[src/rtl/serial_mag_comp_if.sv]
// Start/operand/result bundle for the serial magnitude comparator.
// master drives the request side, slave is the comparator.
interface serial_mag_comp_if #(
    parameter int WIDTH = 8
);
    logic             start;
    logic [WIDTH-1:0] a;
    logic [WIDTH-1:0] b;
    logic             busy;
    logic             done;
    logic             a_eq_b;
    logic             a_lt_b;
    logic             a_gt_b;

    modport master (
        output start, a, b,
        input  busy, done, a_eq_b, a_lt_b, a_gt_b
    );

    modport slave (
        input  start, a, b,
        output busy, done, a_eq_b, a_lt_b, a_gt_b
    );
endinterface

[src/rtl/serial_mag_comp.sv]
// MSB-first serial magnitude comparator around one compfull1b.
// Define SERIAL_COMP_EARLY_EXIT_EN to finish on the first differing bit.
module compfull1b (
    input  logic a,
    input  logic b,
    output logic a_eq_b,
    output logic a_lt_b,
    output logic a_gt_b
);
    assign a_eq_b = (a == b);
    assign a_lt_b = ~a & b;
    assign a_gt_b = a & ~b;
endmodule

module serial_mag_comp #(
    parameter int WIDTH = 8
) (
    input  logic               clk,
    input  logic               rst_n,
    serial_mag_comp_if.slave   bus
);
    localparam int CW = $clog2(WIDTH);

    typedef enum logic [1:0] {
        IDLE  = 2'd0,
        SHIFT = 2'd1,
        DONE  = 2'd2
    } state_t;

    state_t           state_q, state_d;
    logic [WIDTH-1:0] sa_q, sa_d;
    logic [WIDTH-1:0] sb_q, sb_d;
    logic [CW-1:0]    cnt_q, cnt_d;
    logic             decided_q, decided_d;
    logic             pol_gt_q, pol_gt_d;
    logic             busy_q, busy_d;
    logic             done_q, done_d;
    logic             eq_q, eq_d;
    logic             lt_q, lt_d;
    logic             gt_q, gt_d;

    logic c_eq, c_lt, c_gt;
    logic first_diff;
    logic leave;

    compfull1b u_bit (
        .a      (sa_q[WIDTH-1]),
        .b      (sb_q[WIDTH-1]),
        .a_eq_b (c_eq),
        .a_lt_b (c_lt),
        .a_gt_b (c_gt)
    );

    assign first_diff = ~decided_q & (c_lt | c_gt);

`ifdef SERIAL_COMP_EARLY_EXIT_EN
    assign leave = (cnt_q == '0) | first_diff;
`else
    assign leave = (cnt_q == '0);
`endif

    always_comb begin
        state_d   = state_q;
        sa_d      = sa_q;
        sb_d      = sb_q;
        cnt_d     = cnt_q;
        decided_d = decided_q;
        pol_gt_d  = pol_gt_q;
        busy_d    = busy_q;
        done_d    = 1'b0;
        eq_d      = eq_q;
        lt_d      = lt_q;
        gt_d      = gt_q;
        unique case (state_q)
            IDLE: begin
                if (bus.start) begin
                    sa_d      = bus.a;
                    sb_d      = bus.b;
                    cnt_d     = CW'(WIDTH - 1);
                    decided_d = 1'b0;
                    pol_gt_d  = 1'b0;
                    eq_d      = 1'b0;
                    lt_d      = 1'b0;
                    gt_d      = 1'b0;
                    busy_d    = 1'b1;
                    state_d   = SHIFT;
                end
            end
            SHIFT: begin
                sa_d  = sa_q << 1;
                sb_d  = sb_q << 1;
                cnt_d = cnt_q - 1'b1;
                if (first_diff) begin
                    decided_d = 1'b1;
                    pol_gt_d  = c_gt;
                end
                if (leave) begin
                    // a latched polarity always wins over the current bit
                    gt_d    = decided_q ? pol_gt_q : c_gt;
                    lt_d    = decided_q ? ~pol_gt_q : c_lt;
                    eq_d    = ~decided_q & c_eq;
                    busy_d  = 1'b0;
                    done_d  = 1'b1;
                    state_d = DONE;
                end
            end
            DONE: begin
                state_d = IDLE;
            end
            default: begin
                state_d = IDLE;
                busy_d  = 1'b0;
            end
        endcase
    end

    always_ff @(posedge clk or negedge rst_n) begin
        if (!rst_n) begin
            state_q   <= IDLE;
            sa_q      <= '0;
            sb_q      <= '0;
            cnt_q     <= '0;
            decided_q <= 1'b0;
            pol_gt_q  <= 1'b0;
            busy_q    <= 1'b0;
            done_q    <= 1'b0;
            eq_q      <= 1'b0;
            lt_q      <= 1'b0;
            gt_q      <= 1'b0;
        end else begin
            state_q   <= state_d;
            sa_q      <= sa_d;
            sb_q      <= sb_d;
            cnt_q     <= cnt_d;
            decided_q <= decided_d;
            pol_gt_q  <= pol_gt_d;
            busy_q    <= busy_d;
            done_q    <= done_d;
            eq_q      <= eq_d;
            lt_q      <= lt_d;
            gt_q      <= gt_d;
        end
    end

    assign bus.busy   = busy_q;
    assign bus.done   = done_q;
    assign bus.a_eq_b = eq_q;
    assign bus.a_lt_b = lt_q;
    assign bus.a_gt_b = gt_q;
endmodule

[src/flat_wrapper.sv]
// flat-port wrapper written by rule: the top's interface ports become plain ports
module serial_mag_comp_flat 
#(
    parameter int WIDTH = 8
)
  (clk, rst_n, bus_start, bus_a, bus_b, bus_busy, bus_done, bus_a_eq_b, bus_a_lt_b, bus_a_gt_b);
  serial_mag_comp_if #(.WIDTH(WIDTH)) bus_i ();
  input  logic clk;
  input  logic rst_n;
  input wire logic [$bits(bus_i.start)-1:0] bus_start;
  input wire logic [$bits(bus_i.a)-1:0] bus_a;
  input wire logic [$bits(bus_i.b)-1:0] bus_b;
  output wire logic [$bits(bus_i.busy)-1:0] bus_busy;
  output wire logic [$bits(bus_i.done)-1:0] bus_done;
  output wire logic [$bits(bus_i.a_eq_b)-1:0] bus_a_eq_b;
  output wire logic [$bits(bus_i.a_lt_b)-1:0] bus_a_lt_b;
  output wire logic [$bits(bus_i.a_gt_b)-1:0] bus_a_gt_b;
  assign bus_i.start = bus_start;
  assign bus_i.a = bus_a;
  assign bus_i.b = bus_b;
  assign bus_busy = bus_i.busy;
  assign bus_done = bus_i.done;
  assign bus_a_eq_b = bus_i.a_eq_b;
  assign bus_a_lt_b = bus_i.a_lt_b;
  assign bus_a_gt_b = bus_i.a_gt_b;
  serial_mag_comp #(.WIDTH(WIDTH)) u_core (.clk(clk), .rst_n(rst_n), .bus(bus_i));
endmodule
[config.mk]
export PLATFORM = sky130hd
export DESIGN_NAME = serial_mag_comp_flat
export DESIGN_NICKNAME = d
export VERILOG_FILES = /design/src/rtl/serial_mag_comp_if.sv /design/src/rtl/serial_mag_comp.sv /design/src/flat_wrapper.sv
export SDC_FILE = /design/constraint.sdc
export NUM_CORES = 1
export LEC_CHECK = 0
export BUFFER_PORTS_ARGS = -buffer_cell sky130_fd_sc_hd__clkbuf_2
export CORE_MARGIN = 2
export CORE_UTILIZATION = 38
export CTS_BUF_LIST = sky130_fd_sc_hd__clkbuf_8
export DETAILED_ROUTE_END_ITERATION = 7
export PLACE_DENSITY = 0.55
export SYNTH_ARGS = -nofsm -noshare
export SYNTH_HDL_FRONTEND = slang
export SYNTH_SLANG_ARGS = --single-unit
[constraint.sdc]
create_clock -name clk -period 2.86 [get_ports clk]
set_input_delay 0.143 -clock clk [delete_from_list [all_inputs] [get_ports clk]]
set_output_delay 0.143 -clock clk [all_outputs]
set_load 0.01 [all_outputs]
== Word level (Yosys, flattened, before mapping) ==
Cells that the tools add are included.
Word-level totals
  register bits: 28
  bits in latches: 0
  RAM bits: 0
  ROM bits: 0
  output and inout port bits: 5
  word-level logic and storage cells: 63
  memories: 0
Cells by class
  add/sub/neg operators: 1
  multiply operators: 0
  div/mod/pow operators: 0
  magnitude comparators: 0
  equality and inequality tests: 6
  shift operators: 0
  multiplexer cells: 27
  bitwise logic cells: 10
  reductions and logical operators: 8
Operators with widths (count)
  8-bit one-hot mux with 2 select lines: 2
  8-bit two-way mux: 2
  1-bit two-way mux: 12
  1-bit one-hot mux with 2 select lines: 5
  3-bit AND reduction: 3
  3-bit one-hot mux with 2 select lines: 1
  1-bit inverter: 5
  1-bit bitwise AND: 4
  2-bit two-way mux: 2
  2-bit by 1-bit != test with 1-bit output (second input constant): 2
  2-bit one-hot mux with 2 select lines: 1
  2-bit AND reduction: 2
  3-bit zero test: 1
  3-bit two-way mux: 1
  1-bit one-hot mux with 3 select lines: 1
  3-bit by 1-bit subtractor with 3-bit output (second input constant): 1
  2-bit by 1-bit equality test with 1-bit output (second input constant): 1
  2-bit equality test (second input constant): 1
  2-bit zero test: 1
  2-bit != test (second input constant): 1
  2-bit nonzero test: 1
  1-bit equality test: 1
  1-bit OR: 1

== Longest topological paths before layout ==
  depth after elaboration: 6
  gate-level depth with buffers: 6
  gate-level depth less buffers: 6

== By module ==
A second synthesis with hierarchy kept.
Second synthesis, totals
  cells, all modules: 140
  area total of the unflattened synthesis: 1362.6 um2
Modules (own cells, without submodules)
  serial_mag_comp: times used 1, cells an instance 136, area each 1330.0 um2
  compfull1b: times used 1, cells an instance 4, area each 32.5 um2

== Worst setup path after synthesis ==
Ideal clock, no wire load.
  kind: reg-to-reg
  from: reg u_core.cnt_q[0]
  to: reg u_core.eq_q, in the netlist u_core.bus.a_eq_b
  setup time: 0.125 ns
  arrival: 1.313 ns
  setup slack: 1.423 ns
  stages on the path, launching flop included: 7
  clock period less this slack: 1.437 ns
  cell sequence: dfrtp_1 > inv_1 > ha_1 > ha_1 > mux2i_1 > nor2_1 > mux2_2
Between the ends
  cells in the longest elaborated chain, start to end: 3
RTL lines
  start: declaration: line serial_mag_comp.sv:33  | logic [CW-1:0] cnt_q, cnt_d;
  start signal: assignment: line serial_mag_comp.sv:134  | cnt_q <= cnt_d;
  3-bit zero test: line serial_mag_comp.sv:59  | assign leave = (cnt_q == '0);
  2-bit by 1-bit != test with 1-bit output (no line)
  3-bit AND reduction (no line)
  end signal: assignment: line serial_mag_comp.sv:139  | eq_q <= eq_d;
  end: declaration: line serial_mag_comp.sv:38  | logic eq_q, eq_d;
Every way passes these cells.
A chain may end at the register's enable or synchronous reset.

== Worst setup path after layout ==
  from: reg u_core.state_q[0]
  to: reg u_core.sa_q[1]
Between the ends
  cells in the longest elaborated chain, start to end: 3
  elaborated cells on any way between the ends: 6
  those cells by class: eq/ne: 2; mux: 1; reduce/logical: 3
RTL lines
  start: declaration: line serial_mag_comp.sv:30  | state_t state_q, state_d;
  start signal: assignment: line serial_mag_comp.sv:131  | state_q <= state_d;
  2-bit by 1-bit equality test with 1-bit output or 2-bit zero test (tied branches): line serial_mag_comp.sv:74  | unique case (state_q)
  2-bit nonzero test (no line) or 2-bit != test (tied branches)
  2-bit AND reduction (no line)
  end signal: assignment: line serial_mag_comp.sv:120  | sa_q <= '0;
  end signal: assignment: line serial_mag_comp.sv:132  | sa_q <= sa_d;
  end: declaration: line serial_mag_comp.sv:31  | logic [WIDTH-1:0] sa_q, sa_d;
Parallel ways exist; a longest one is shown, timed or not.

==> results by group <==
Run status
  • Status: completed

Synth
  • Mapped Area: 0.001311 mm^2
  • Register bit total from synthesis: 28
  • Syn Area/Cell: 11.02 um^2
  • Syn Nets: 142
  • Ranking of synthesized cells by area: dfrtp_1 (53%), mux2i_1 (12%), nand2_1 (5.2%)
  • Synth area leader: dfrtp_1
  • Top FF cell, synth: dfrtp_1
  • Mapped Cells: 119
  • Register area share after synthesis: 53.44%
  • Synthesis warning total: 0
  • Post-synth EDFFs: 0
  • Synth cell count leaders: dfrtp_1 (28), nand2_1 (18), mux2i_1 (16), o21ai_0 (13), inv_1 (6)
  • Area share of the leading cell type in the synthesized netlist: 53.44%
  • Top-count cell post-synth: dfrtp_1
  • Count of different cell masters after synthesis: 27
  • Post-synth ARST share: 100.0%

Worst setup path
  • CP max FO: 10
  • Critical path arrival: 1840 ps
  • Worst R2R Path Depth: 4
  • CP Capture Type: register
  • Setup CP Type: reg2reg
  • Crit start category: register
  • Critical Path RT: 3010 ps

STA
  • Worst-Margin Slew: 673.0 ps
  • Rel. slew slack: 55.13%
  • Final max-slew violation count: 0
  • Setup TNS: 0 ps
  • Final min period: 1692 ps
  • Tcrit/Tclk final: 59.17%
  • # setup viols final: 0
  • Worst Skew: 2.276 ps
  • FMAX: 590.9 MHz
  • Hold_ws: 106.2 ps
  • Final Hold Fails: 0
  • RSZ-0062 raised after global routing: false

Route
  • DR iter-0 viols: 67
  • Vias: 875
  • Routed length per instance: 11.14 um
  • DRC violations left: 0
  • Antenna-violating nets left: 0
  • First-pass detailed-route iteration total: 4
  • DRT Wirelength: 2095 um
  • Routed vias/inst: 4.654

Global routing
  • Initial antenna violation count: 0
  • Met2 GRT Util: 18.41%
  • Top Usage Layer GRT: met2
  • First-pass GRT wire length: 3691 um
  • Met1 usage: 15.72%
  • Global routing usage on met3: 4.685%
  • GRT Total Usage: 11.74%
  • Number of global-route vias before repair: 809
  • Largest net degree at the start of global routing: 33
  • Gr ovfl total: 0

Pwr
  • Power per cell area: 976.3 mW/mm^2
  • Design Power: 0.001471 W
  • Lkg Pwr: 0.7732 nW
  • Peak VDD IR: 0.0005029 V

Worst hold path
  • HP Class: in2reg
  • Hold depth: 2

Clock tree
  • Num Clock Sinks: 28
  • Post-CTS Setup Bufs: 0
  • Post_cts resized: 0
  • Clock Pin Slew Worst Setup and Hold Paths: 90 ps
  • CTS root buf: clkbuf_8
  • TritonCTS clock tree: built
  • Htree depth: 1
  • Hold Buf Count CTS: 1
  • Clk_lat worst skew: 270 ps
  • CTS Buffer Depth: 2
  • Total CTS buffers: 3

Finish
  • Ant. Diodes: 0
  • Fillcell total: 330
  • Layout cells sized above 1: 23.24%
  • Area added between synthesis and finish: 14.89%
  • Post-layout net count: 167

Floorplanning
  • Die Area: 0.003936 mm^2
  • Rows: 21
  • Placeable Area: 0.003337 mm^2
  • Chip Width: 62.74 um
  • Top Ports: 24
  • Die Span Y: 62.74 um
  • Initial cell density of the core: 39.30%

Placement
  • Gp weighted congestion: 0.7128
  • PortBufs: 23
  • Post-DP HPWL: 1503 um

Run
  • Max_cap viols: 0
==> registers in the layout, indices dropped and copies added, names as in the netlist <==
| name | flops |
|---|---|
| u_core.bus.a_lt_b | 1 |
| u_core.sb_q | 8 |
| u_core.bus.a_eq_b | 1 |
| u_core.pol_gt_q | 1 |
| u_core.decided_q | 1 |
| u_core.cnt_q | 3 |
| u_core.bus.a_gt_b | 1 |
| u_core.sa_q | 8 |
| u_core.state_q | 2 |
| u_core.bus.done | 1 |
| u_core.bus.busy | 1 |
==> per-stage QoR <==
step                setup WS (ps)  util [%]  std cells  area, um^2
finish                       1168     45.14        188        1506
global route                 1008     45.14        188        1506
CTS                          1136     45.14        188        1506
detailed placement           1150     43.61        184        1455
global placement             1193     43.61        184        1455
floorplan                    1423         -        119        1311
==> routing by layer <==
layer | up-vias | part of all wire, %
li1 | 455 | -
met1 | 400 | 50
met2 | 20 | 45
met3 | 0 | 4.7
met4 | 0 | 0
met5 | - | 0
==> final cells by class <==
type | count | area, um^2 | area share [%]
flip-flops and latches | 28 | 700.7 | 46.51
repair buffers | 26 | 140.1 | 9.302
well taps | 46 | 57.56 | 3.821
clock buffers | 3 | 41.29 | 2.741
multi-input cells | 79 | 544.3 | 36.13
inverters | 6 | 22.52 | 1.495
==> worst paths after layout <==
| path | startpoint | endpoint | slack, ps |
|---|---|---|---|
| worst max-delay path | u_core.state_q[0]$_DFFE_PN0P_ | u_core.sa_q[1]$_DFFE_PN0P_ | 1170 |
| worst min-delay path | bus_a[0] | u_core.sa_q[0]$_DFFE_PN0P_ | 110 |
| worst max register to register | u_core.state_q[0]$_DFFE_PN0P_ | u_core.sa_q[1]$_DFFE_PN0P_ | 1170 |
| worst min register to register | u_core.sb_q[6]$_DFFE_PN0P_ | u_core.sb_q[6]$_DFFE_PN0P_ | 490 |
| max in group asynchronous | rst_n | u_core.sa_q[3]$_DFFE_PN0P_ | 2000 |
| min in group asynchronous | rst_n | u_core.bus.a_lt_b$_DFFE_PN0P_ | 430 |
==> critical path, stage by stage (launching register included) <==
cell and delay (ps):
dfrtp_1 480, nor2b_2 500, buf_4 300, mux2i_1 200, o21ai_0 90
==> report_power, final <==
| part | internal [W] | switching (W) | total [W] | leakage [nW] |
|---|---|---|---|---|
| sequential | 0.000565 | 0.000107 | 0.000672 | 0.347 |
| clock | 0.0000944 | 0.000110 | 0.000205 | 0.0216 |
| combinational | 0.000292 | 0.000302 | 0.000594 | 0.405 |
| total | 0.000952 | 0.000519 | 0.00147 | 0.773 |
==> cell families after synthesis <==
group	after synthesis	share of synthesized area, %
compound gates	27	12.12
xor+xnor	1	0.6681
fa+ha+maj	4	3.817
buf+inv	12	5.343
flops	28	53.43
mux	18	13.93
simple gates	29	10.69
==> cell usage in the layout (no fill, tap or decap), types with 3 or more instances in the layout <==
cell type | synthesis | layout
clkbuf_2 | 0 | 23
clkbuf_8 | 0 | 3
dfrtp_1 | 28 | 28
ha_1 | 4 | 4
inv_1 | 6 | 6
mux2i_1 | 16 | 16
nand2_1 | 18 | 18
nor2_1 | 3 | 3
o21ai_0 | 13 | 13
o21ai_1 | 5 | 5
Power figures use the tool's default switching activity.
